<file path="config.mk">
export PLATFORM = sky130hd
export DESIGN_NAME = vga_axil_regfile
export DESIGN_NICKNAME = d
export VERILOG_FILES = /design/src/rtl/vga_axil_regfile.sv
export SDC_FILE = /design/constraint.sdc
export NUM_CORES = 1
export LEC_CHECK = 0
export BUFFER_PORTS_ARGS = -buffer_cell sky130_fd_sc_hd__buf_4
export CAP_MARGIN = 20
export CORE_UTILIZATION = 35
export DETAILED_ROUTE_END_ITERATION = 16
export GPL_TIMING_DRIVEN = 0
export PLACE_DENSITY = 0.67
export RECOVER_POWER = 50
export SYNTH_ARGS = -nofsm -noshare
export SYNTH_HDL_FRONTEND = slang
export SYNTH_SLANG_ARGS = --single-unit
</file>
<file path="constraint.sdc">
create_clock -name clk -period 2.71 [get_ports clk]
set_clock_uncertainty 0.15 [all_clocks]
set_input_delay 0.1355 -clock clk [delete_from_list [all_inputs] [get_ports clk]]
set_output_delay 0.1355 -clock clk [all_outputs]
set_load 0.01 [all_outputs]
</file>
<file path="src/rtl/vga_axil_regfile.sv">
// AXI-Lite register file for the VGA block: NUM_RW control registers followed by NUM_RO status registers.
// Define VGA_AXIL_REGFILE_WSTRB_EN for byte-lane writes; otherwise only full-word strobes are accepted.
module vga_axil_regfile #(
  parameter int ADDR_W = 32,
  parameter int DATA_W = 32,
  parameter int NUM_RW = 4,
  parameter int NUM_RO = 2
) (
  input  logic                     clk,
  input  logic                     srst,
  input  logic [ADDR_W-1:0]        awaddr,
  input  logic                     awvalid,
  output logic                     awready,
  input  logic [DATA_W-1:0]        wdata,
  input  logic [DATA_W/8-1:0]      wstrb,
  input  logic                     wvalid,
  output logic                     wready,
  output logic [1:0]               bresp,
  output logic                     bvalid,
  input  logic                     bready,
  input  logic [ADDR_W-1:0]        araddr,
  input  logic                     arvalid,
  output logic                     arready,
  output logic [DATA_W-1:0]        rdata,
  output logic [1:0]               rresp,
  output logic                     rvalid,
  input  logic                     rready,
  output logic [NUM_RW*DATA_W-1:0] ctrl_o,
  input  logic [NUM_RO*DATA_W-1:0] status_i
);

  localparam int STRB_W   = DATA_W / 8;
  localparam int IDX_W    = ADDR_W - 2;
  localparam int NUM_REGS = NUM_RW + NUM_RO;
  localparam logic [1:0] RESP_OKAY   = 2'b00;
  localparam logic [1:0] RESP_SLVERR = 2'b10;

  // Handshake semantics: a beat transfers on a posedge where valid && ready are both high;
  // every ready/valid output is a flop, so no input reaches them combinationally.
  typedef enum logic {W_ADDR_DATA, W_RESP} w_state_t;
  typedef enum logic {R_ADDR, R_DATA} r_state_t;

  w_state_t w_state, w_state_nxt;
  r_state_t r_state, r_state_nxt;

  logic [DATA_W-1:0] ctrl_q [NUM_RW];
  logic [ADDR_W-1:0] aw_addr_q;
  logic [DATA_W-1:0] wdata_q;
  logic [STRB_W-1:0] wstrb_q;

  logic              aw_hs, w_hs, w_commit, wr_ok;
  logic [ADDR_W-1:0] eff_addr;
  logic [DATA_W-1:0] eff_data;
  logic [STRB_W-1:0] eff_strb;
  logic [IDX_W-1:0]  wr_idx, rd_idx;
  logic              wr_addr_err, wr_rw_hit, rd_err;
  logic [DATA_W-1:0] rd_val;

  assign aw_hs = awvalid && awready;
  assign w_hs  = wvalid && wready;

  // A channel captured on an earlier edge shows up as its ready already dropped.
  always_comb begin
    eff_addr    = aw_hs ? awaddr : aw_addr_q;
    eff_data    = w_hs ? wdata : wdata_q;
    eff_strb    = w_hs ? wstrb : wstrb_q;
    w_commit    = (w_state == W_ADDR_DATA) && (aw_hs || !awready) && (w_hs || !wready);
    wr_idx      = eff_addr[ADDR_W-1:2];
    wr_addr_err = (eff_addr[1:0] != 2'b00) || (wr_idx >= IDX_W'(NUM_REGS));
    wr_rw_hit   = !wr_addr_err && (wr_idx < IDX_W'(NUM_RW));
`ifdef VGA_AXIL_REGFILE_WSTRB_EN
    wr_ok       = wr_rw_hit;
`else
    wr_ok       = wr_rw_hit && (eff_strb == {STRB_W{1'b1}});
`endif
    w_state_nxt = w_state;
    case (w_state)
      W_ADDR_DATA: if (w_commit) w_state_nxt = W_RESP;
      W_RESP:      if (bready)   w_state_nxt = W_ADDR_DATA;
    endcase
  end

  always_comb begin
    rd_idx = araddr[ADDR_W-1:2];
    rd_err = (araddr[1:0] != 2'b00) || (rd_idx >= IDX_W'(NUM_REGS));
    rd_val = '0;
    for (int i = 0; i < NUM_RW; i++)
      if (rd_idx == IDX_W'(i)) rd_val = ctrl_q[i];
    for (int i = 0; i < NUM_RO; i++)
      if (rd_idx == IDX_W'(NUM_RW + i)) rd_val = status_i[i*DATA_W +: DATA_W];
    if (rd_err) rd_val = '0;
    r_state_nxt = r_state;
    case (r_state)
      R_ADDR: if (arvalid) r_state_nxt = R_DATA;
      R_DATA: if (rready)  r_state_nxt = R_ADDR;
    endcase
  end

  always_ff @(posedge clk) begin
    if (srst) begin
      w_state <= W_ADDR_DATA;
      r_state <= R_ADDR;
    end else begin
      w_state <= w_state_nxt;
      r_state <= r_state_nxt;
    end
  end

  always_ff @(posedge clk) begin
    if (srst) begin
      awready   <= 1'b1;
      wready    <= 1'b1;
      bvalid    <= 1'b0;
      bresp     <= RESP_OKAY;
      aw_addr_q <= '0;
      wdata_q   <= '0;
      wstrb_q   <= '0;
      for (int i = 0; i < NUM_RW; i++) ctrl_q[i] <= '0;
    end else begin
      case (w_state)
        W_ADDR_DATA: begin
          if (w_commit) begin
            awready <= 1'b0;
            wready  <= 1'b0;
            bvalid  <= 1'b1;
            bresp   <= wr_ok ? RESP_OKAY : RESP_SLVERR;
            if (wr_ok)
              for (int i = 0; i < NUM_RW; i++)
                if (wr_idx == IDX_W'(i))
                  for (int b = 0; b < STRB_W; b++)
                    if (eff_strb[b]) ctrl_q[i][b*8 +: 8] <= eff_data[b*8 +: 8];
          end else begin
            if (aw_hs) begin
              awready   <= 1'b0;
              aw_addr_q <= awaddr;
            end
            if (w_hs) begin
              wready  <= 1'b0;
              wdata_q <= wdata;
              wstrb_q <= wstrb;
            end
          end
        end
        W_RESP: begin
          if (bready) begin
            bvalid  <= 1'b0;
            awready <= 1'b1;
            wready  <= 1'b1;
          end
        end
      endcase
    end
  end

  always_ff @(posedge clk) begin
    if (srst) begin
      arready <= 1'b1;
      rvalid  <= 1'b0;
      rdata   <= '0;
      rresp   <= RESP_OKAY;
    end else begin
      case (r_state)
        R_ADDR: begin
          if (arvalid) begin
            arready <= 1'b0;
            rvalid  <= 1'b1;
            rdata   <= rd_val;
            rresp   <= rd_err ? RESP_SLVERR : RESP_OKAY;
          end
        end
        R_DATA: begin
          if (rready) begin
            rvalid  <= 1'b0;
            arready <= 1'b1;
          end
        end
      endcase
    end
  end

  for (genvar g = 0; g < NUM_RW; g++) begin : g_ctrl
    assign ctrl_o[g*DATA_W +: DATA_W] = ctrl_q[g];
  end

endmodule

</file>
==> results.md <==
Place:
- Prior to clock tree synthesis, the placed netlist has a worst setup slack of -0.811 ns.
- At the end of routability-driven placement, the weighted congestion stood at 0.936.
- The HPWL after detailed placement is approximately 34 mm.
- The placed instance count is approximately 1900.
- The port buffer count is 336.

Finish:
- After the last flow step, the layout net total stands at 1776.
- At the end of the flow the core is filled with cells to 0.514.
- The total of fill cells in the finished design is between 3000 and 4000.
- For this run, the number of standard cells in the final layout without fillers is 2061.
- The area added between synthesis and finish is 42.7%.
- The count of antenna diodes in the layout is 0.
- In the final layout, the share of cells above drive strength 1 is 0.219.

STA:
- In the finished design, the share of the clock period the worst path needs comes to 0.978.
- At the pin with the least slew margin, the transition time is 1.04 ns.
- Setup repair after global routing left no endpoint under its margin.
- After layout, the minimum clock period comes to roughly 2.7 ns.
- The headroom to the max-slew limit is 0.305.
- The final setup violation count is 0.
- The total count of max-transition violations in the final report is 0.
- The top achievable clock speed is 377 MHz.
- In the post-route analysis, the smallest setup slack over all paths is approximately 0.06 ns.
- The final-report hold violation count is 0.

CTS:
- CTS built an H-tree with a depth of 1.
- The post-CTS clock slew at the launch and capture registers of the worst setup and hold paths is 0.06 ns.
- Clock latency on the worst-skew pair, taken at its later pin, is 0.55 ns.
- Counting along the longest clock path gives a buffer depth of 3.
- The number of clock buffers added by TritonCTS is 27.
- The CTS sink count is 237.
- TritonCTS built the clock tree.
- The buffer type at the clock tree root is clkbuf_16.

Global routing:
- The aggregate global-route resource usage is 0.253.
- The remaining global-route overflow is 0.
- The initial antenna violation count is 1.
- Entering global routing, the biggest net connects 15 pins.
- The first global-routing pass estimated 64.5 mm of wire.
- The number of global-route vias before repair was 10900.

Synthesis:
- For this run, the register share of the synthesized area comes to 0.525.
- After synthesis, the share of flip-flops with an asynchronous set or reset is 0.
- Averaged over all synthesized cells, the footprint is 10.3 um^2.
- The total number of yosys warnings is 0.
- The area fraction of the dominant cell type after synthesis is 0.335.
- The post-synth design cell area is 11500 um^2.
- Yosys mapped a number of flops with a built-in enable equal to ~130.
- Summed over all instances, the cell type with the most area after synthesis is edfxtp_1.
- The post-synthesis share of cell area spent on xor and xnor gates is 0.
- The number of synthesized register bits is approximately 240.
- The number of instances in the synthesized netlist is between 1000 and 1500.
- Among all cell types in the netlist, the one instantiated most often is nand2_1.
- The simple-gate portion of the synthesized area is 0.192.
- The complex-gate fraction of the synthesized area is 0.179.
- Yosys attributes the largest share of cell area to edfxtp_1, dfxtp_1, nand2_1.
- By area, the combinational part of the netlist is dominated by simple AND/OR/NAND/NOR gates.
- Sorting the synthesized cells by how often they occur yields nand2_1, edfxtp_1, dfxtp_1, nor4_1, clkbuf_1.
- For this run, the leading register cell type out of synthesis is edfxtp_1.
- The number of library cell types mapped by synthesis is 50.
- The adder-cell area share of the yosys netlist is 0.
- Of the post-synthesis cell area, the part taken by muxes is 0.0602.

Setup path:
- The worst register-to-register path begins at aw_addr_q[1].
- Following the worst setup path forward leads to its endpoint at ctrl_q[2][20].
- At the worst endpoint, the arrival time is 2.74 ns.
- For flop-to-flop paths, the worst setup slack is about 0.09 ns.
- The depth of the most critical reg-to-reg path is 6.
- Of all nets on the critical path, the largest fanout is 10.
- The worst setup path is captured at a register.
- The required arrival time at the worst endpoint is 2.80 ns.
- The critical path launch point is awaddr[9].
- The critical path in this run is classified as in -> reg.
- The kind of start point of the critical path is an input port.
- The reg-to-reg critical path endpoint is ctrl_q[2][20].

Power and ir drop:
- Of the total power, the share spent switching nets is 0.273.
- Of the total power, registers draw 0.427.
- The clock group share of total power is 0.412.
- The leakage power is 0.00550 uW.
- Of the total power, combinational logic draws 0.161.
- The cell area power density is 572 nW/um^2.
- In this run the power spent charging and discharging nets is roughly 2600 uW.
- Internal power comes to 6800 uW.
- IR analysis of the VDD net gives a maximum drop of between 0.0004 and 0.0005 V.

Outcome:
- The run finished with clean final reports.

Floorplanning:
- The y dimension of the die is around 180 um.
- In this run the core area contains 65 standard-cell rows.
- The total I/O pin count is 340.
- The overall die area is ~34000 um^2.
- For this configuration, the core starts out at a cell density of 0.360.
- The area of the core region is between 30000 and 40000 um^2.
- Measured along the x axis, the die boundary spans about 180 um.

Detailed routing:
- The number of DRC markers in iteration 0 is 709.
- Dividing the detail-routed via count by the number of cells gives 5.44.
- The detailed-route wire length is ~44 mm.
- After detailed routing, the average wire length per cell comes to 21.4 um.
- The via count is 11200.
- For this run, the detailed router's first-pass iteration total came to 5.
- The count of antenna-violating nets left after detailed routing is 0.
- After detailed routing, the number of remaining DRC violations is 0.

Worst hold path:
- The tightest min-delay check is of the in -> reg type.

Flow run:
- The tool flagged a number of max-cap violations equal to 0.
==> layout by cell type, fill, tap and decap left out, types with 33 or more instances in the layout <==
cell	instances
mux2i_1	33
nor4_1	94
o2bb2ai_1	64
buf_4	182
a21oi_1	73
dfxtp_1	108
dlygate4sd3_1	111
nor2_1	36
edfxtp_1	128
nand2_1	206
clkbuf_1	243
==> metal layers <==
layer,track usage,part of all wire
met3,0.0459,0.082
met1,0.310,0.40
met5,0,0
met4,0.106,0.045
met2,0.438,0.47
==> metrics by stage <==
stage,total power (uW),cell area [um^2],hold WS [ns],setup TNS [ns]
floorplan,4740,11500,0.0752,-5.12
global placement,5380,14500,0.240,-89.28
detailed placement,5400,14600,0.245,-81.44
CTS,9420,16900,0.0114,-0.0230
global route,9670,16400,0.0521,0
finish,9360,16400,0.0302,0
==> registers in the layout, indices dropped and copies added (netlist names) <==
name,cells
arready,1
aw_addr_q,32
awready,1
bresp,1
bvalid,1
ctrl_q,128
r_state,1
rdata,32
rresp,1
rvalid,1
w_state,1
wdata_q,32
wready,1
wstrb_q,4
==> final cells by class <==
type	instances	area [um^2]	area share
sequential	237	6030	0.368
multi-input combinational	755	5140	0.314
timing repair buffer	465	3230	0.197
clock buffer	28	679	0.0415
tap	435	544	0.0332
buffer	116	485	0.0296
clock inverter	22	258	0.0157
inverter	3	11.3	0.000688
==> worst max-delay path: stages <==
cell and delay [ns]:
dlygate4sd3_1 0.55, buf_4 0.14, or4_1 0.56, nor4_4 0.27
o21ai_2 0.20, clkbuf_2 0.33, o31ai_4 0.35, buf_6 0.18
==> power by group through the flow <==
stage	Combinational, uW	Clock [uW]	Sequential (uW)
after floorplan	669	0	4070
after global placement	1310	0	4070
after detailed placement	1330	0	4070
after CTS	1540	3900	3990
after global routing	1610	4060	4000
final	1510	3860	3990
==> logic make-up (layout without fill, tap and decap cells) <==
| family | count (synthesis) | in the layout |
|---|---|---|
| muxes | 65 | 65 |
| AOI/OAI and AO/OA | 264 | 264 |
| and+or+nand+nor | 424 | 424 |
| DFF | 237 | 237 |
| other | 1 | 2 |
| buffers and inverters | 120 | 634 |
==> what timing repair did <==
item,in CTS,in global routing
hold buffers,107,4
endpoints found under the hold margin,109,1
setup endpoints to repair,128,109
setup buffers,10,3
pin swaps,6,1
gates resized for setup,46,12
==> how the worst min path moves through the flow <==
stage / from / to / slack (ns) / cells past startpoint
2_1_floorplan: srst / rdata[21] / 0.08 / 1
3_3_place_gp: wdata[31] / wdata_q[31] / 0.24 / 3
3_5_place_dp: bready / awready / 0.24 / 3
4_1_cts: awvalid / aw_addr_q[28] / 0.01 / 4
5_1_grt: status_i[7] / rdata[7] / 0.05 / 5
6_report: awvalid / aw_addr_q[27] / 0.03 / 4
No activity file was read; power rests on OpenSTA's default activity.
